--- config.mk ---
export PLATFORM = sky130hd
export DESIGN_NAME = square_osc
export DESIGN_NICKNAME = d
export VERILOG_FILES = /design/src/rtl/square_osc.sv
export SDC_FILE = /design/constraint.sdc
export NUM_CORES = 1
export LEC_CHECK = 0
export BUFFER_PORTS_ARGS = -buffer_cell sky130_fd_sc_hd__buf_4
export CAP_MARGIN = 40
export CORE_ASPECT_RATIO = 0.9
export CORE_MARGIN = 2
export CORE_UTILIZATION = 60
export DETAILED_ROUTE_END_ITERATION = 7
export PLACE_DENSITY = 0.84
export RECOVER_POWER = 25
export SLEW_MARGIN = 20
export SYNTH_ARGS = -nofsm -noshare
export SYNTH_HDL_FRONTEND = slang
export SYNTH_SLANG_ARGS = --single-unit
--- constraint.sdc ---
create_clock -name clk_i -period 5.1 [get_ports clk_i]
set_clock_uncertainty 0.15 [all_clocks]
set_input_delay 0.765 -clock clk_i [delete_from_list [all_inputs] [get_ports clk_i]]
set_output_delay 0.765 -clock clk_i [all_outputs]
set_load 0.02 [all_outputs]
--- src/rtl/square_osc.sv ---
// square_osc: 50% duty square-wave tone generator.
// Periods change only at half-period boundaries; release finishes the current period.
module square_osc #(
    parameter int BW = 16
) (
    input  logic          clk_i,
    input  logic          rst_i,
    input  logic          en_i,
    input  logic [BW-1:0] halfCntPeriod_i,
    input  logic          gate_i,
    output logic          wave_o,
    output logic          cycle_o,
    output logic          busy_o
);

    typedef enum logic [1:0] {
        IDLE    = 2'd0,
        RUN     = 2'd1,
        RELEASE = 2'd2
    } state_t;

    state_t        state, state_n;
    logic [BW-1:0] per, per_n;
    logic [BW-1:0] cnt, cnt_n;
    logic          wave_n;
    logic          cycle_n;
    logic          boundary;
    state_t        gate_st;

    assign boundary = (cnt == per - BW'(1));
    assign gate_st  = gate_i ? RUN : RELEASE;
    assign busy_o   = (state != IDLE);

    always_ff @(posedge clk_i) begin
        if (rst_i) begin
            state   <= IDLE;
            per     <= '0;
            cnt     <= '0;
            wave_o  <= 1'b0;
            cycle_o <= 1'b0;
        end else begin
            state   <= state_n;
            per     <= per_n;
            cnt     <= cnt_n;
            wave_o  <= wave_n;
            cycle_o <= cycle_n;
        end
    end

    always_comb begin
        state_n = state;
        per_n   = per;
        cnt_n   = cnt;
        wave_n  = wave_o;
        cycle_n = 1'b0;
        unique case (state)
            IDLE: begin
                cnt_n  = '0;
                wave_n = 1'b0;
                if (gate_i && (halfCntPeriod_i != '0)) begin
                    per_n   = halfCntPeriod_i;
                    wave_n  = 1'b1;
                    cycle_n = 1'b1;
                    state_n = RUN;
                end
            end
            RUN, RELEASE: begin
                state_n = gate_st;
                if (en_i) begin
                    if (boundary) begin
                        per_n = halfCntPeriod_i;
                        cnt_n = '0;
                        if (halfCntPeriod_i == '0) begin
                            wave_n  = 1'b0;
                            state_n = IDLE;
                        end else if (wave_o) begin
                            wave_n = 1'b0;
                        end else if (state == RELEASE && !gate_i) begin
                            // released note ends here instead of starting a new period
                            wave_n  = 1'b0;
                            state_n = IDLE;
                        end else begin
                            wave_n  = 1'b1;
                            cycle_n = 1'b1;
                        end
                    end else begin
                        cnt_n = cnt + BW'(1);
                    end
                end
            end
            default: begin
                state_n = IDLE;
                cnt_n   = '0;
                wave_n  = 1'b0;
            end
        endcase
    end

endmodule

==> impl_metrics.ini <==
[finish]
finalNetCount = 301
final_layout_size_suffix_gt1_frac = 0.1372
fin_area_sq_um = 2469
area_delta_synth_final_pct = 10.59
post-route-util = 0.6759
n_antenna_cell = 0

[place]
dp_slack_ns = 1.920
port_buffers = 22
gp_congestion = 0.8340
placed_area_sq_um = 2404
dp_hpwl_um = 3552

[routing]
drtIter0Drc = 111
wire_per_inst_um = 14.93
dr.pass1.iters = 4
routed_via_density = 5.799
wl_um = 4824
drc = 0
vias = 1873
drtAntennaViolNets = 0

[clocking]
numCtsBuffers = 5
ctsLongestPathBuffers = 2
htreeDepth = 2
cts_resized = 0
cts_setup_buffers = 0
holdBufCountCts = 0
clock-sinks = 36
clockRootBuffer = clkbuf_8
cts_tree = built
clk_pin_slew_ns = 0.08
clock_latency_ns = 0.29

[grt]
met2_usage = 0.3953
antenna_found_initial = 0
grt_use_total = 0.2441
busiest_layer = met2
grt_use_met1 = 0.3070
grt_pass1_wl_um = 7534
use_met3 = 0.05586
first_global_vias = 1688
gr-total-overflow = 0
grt_max_degree = 37

[pwr]
p_leak_nw = 0.9851
power.density_nw_per_um2 = 304.4
peakVddDrop_mv = 0.1967

[flow_run]
cap_violations = 0

[setup_path]
worstReg2RegEnd = per[3]
r2r_start = per[0]
worstSetupEndpointType = flip-flop
critPathLaunchType = flip-flop
crit_arrival_ns = 3.67
criticalPathCategory = reg2reg
r2r_cells = 10
critPathMaxFanout = 11
cp.required_ns = 5.17
r2r_slack_ns = 1.50

[sta]
fin_crit_ns = 3.603
worst_pin_slew_ns = 0.7671
max_freq_mhz = 277.6
final_hold_viol_count = 0
setup_tns_ns = 0
period_share = 0.7064
finalWorstSetupSlack_ns = 1.497
finalSetupViolCount = 0
hold_ws_ns = 0.3619
relSlewSlack = 0.4814
maxSlewViolCount = 0
rsz0062_at_grt = false

[status]
status = completed

[synthesis]
synthTopCellsByArea = dfxtp_1 32%, nand2b_1 9.8%, xor2_1 7.8%
synth_nets = 280
ys_ff_latch = 36
synth_edf_count = 0
synth.top_cells.by_count = 36 x dfxtp_1, 35 x nand2b_1, 21 x nor2_1
synthFlopType = dfxtp_1
yosysTopAreaCell = dfxtp_1
synth_cells = 255
yosysTopAreaCellShare = 0.3229
synth.distinct_cells = 48
synth_warnings = 0
ys_seq_area_frac = 0.3229
syn_area_sq_um = 2232
synthArstFlopShare = 0
synth_area_per_cell_sq_um = 8.753
yosysMostFrequentCell = dfxtp_1

[die]
io-pin-count = 23
die_w_um = 68.30
start_util = 0.6112
num_rows = 21
die_h_um = 61.87
die-area_sq_um = 4225
coreArea_sq_um = 3652

[min_path]
min_path_type = reg2reg
hold_end = per[15]
min_from = per[15]
hold-path-cell-count = 2
worst max path at each step:
stage / start / endpoint / slack [ns] / cells past startpoint
finish: per[0] / per[3] / 1.50 / 10
global route: per[0] / per[1] / 1.25 / 10
CTS: per[0] / per[3] / 1.86 / 10
detailed placement: per[0] / per[3] / 1.92 / 10
global placement: per[0] / per[9] / 1.80 / 9
floorplan: per[0] / per[10] / 2.42 / 12
power by group:
group	leakage (nW)	internal (W)	switching, W
Combinational	0.641	0.000103	0.000113
Clock	0.0510	0.000108	0.000103
Sequential	0.293	0.000299	0.0000255
Total	0.985	0.000510	0.000241
cell families (layout without fill, tap and decap cells):
kind of cell | Yosys count | after routing | share of synthesized area
fa+ha+maj | 5 | 5 | 0.02803
flops | 36 | 36 | 0.3229
simple gates | 123 | 123 | 0.3274
compound gates | 27 | 27 | 0.08297
buf+inv | 16 | 38 | 0.04148
mux | 16 | 16 | 0.07175
xor+xnor | 32 | 32 | 0.1256
stage by stage:
stage | power, W | instances
2_1_floorplan | 0.0004974 | 255
3_3_place_gp | 0.0005381 | 314
4_1_cts | 0.0007602 | 323
3_5_place_dp | 0.0005486 | 315
5_1_grt | 0.0007891 | 323
6_report | 0.0007514 | 323
area by class of cell:
class	instances	area, sq um
well taps	46	57.56
flip-flops and latches	36	720.7
inverters	7	26.28
clock buffers	6	82.58
repair buffers	23	168.9
fillers	292	1184
multi-input cells	203	1403
clock inverters	2	10.01
critical path: stages (launching register included):
cell and delay (ns):
dfxtp_1 0.35, inv_1 0.08, ha_1 0.20, nor4b_1 0.65, or3b_1 0.44, xnor2_1 0.15, nor4_1 0.26, and3_1 0.32
a41o_1 0.48, buf_8 0.22, mux2i_1 0.21
layer usage:
layer / vias up / share of wire
met5: - / 0
met1: 867 / 0.46
met4: 0 / 0.036
li1: 928 / -
met2: 58 / 0.45
met3: 20 / 0.059
state kept, by name (all words and copies together), names as in the netlist:
name     flops
wave_o       1
per         16
cycle_o      1
state        2
cnt         16
placed cells by master (no fill, tap or decap), types with 2 or more instances in the layout:
cell,count
nor3_1,8
dfxtp_1,36
o22ai_1,3
a31oi_1,4
nand4_1,6
or2b_1,2
ha_1,5
nand2b_1,35
and3_1,9
nand2_1,14
xor2_1,20
clkinv_2,2
nor4_1,6
nor4b_1,2
nand3_1,6
xnor2_1,12
o21ai_0,3
a21oi_1,6
mux2i_1,16
inv_1,7
nor2_1,21
clkbuf_1,3
nor3_2,2
clkbuf_8,6
a211o_2,2
buf_4,19
Note: power is estimated with default switching activity, not from simulation.
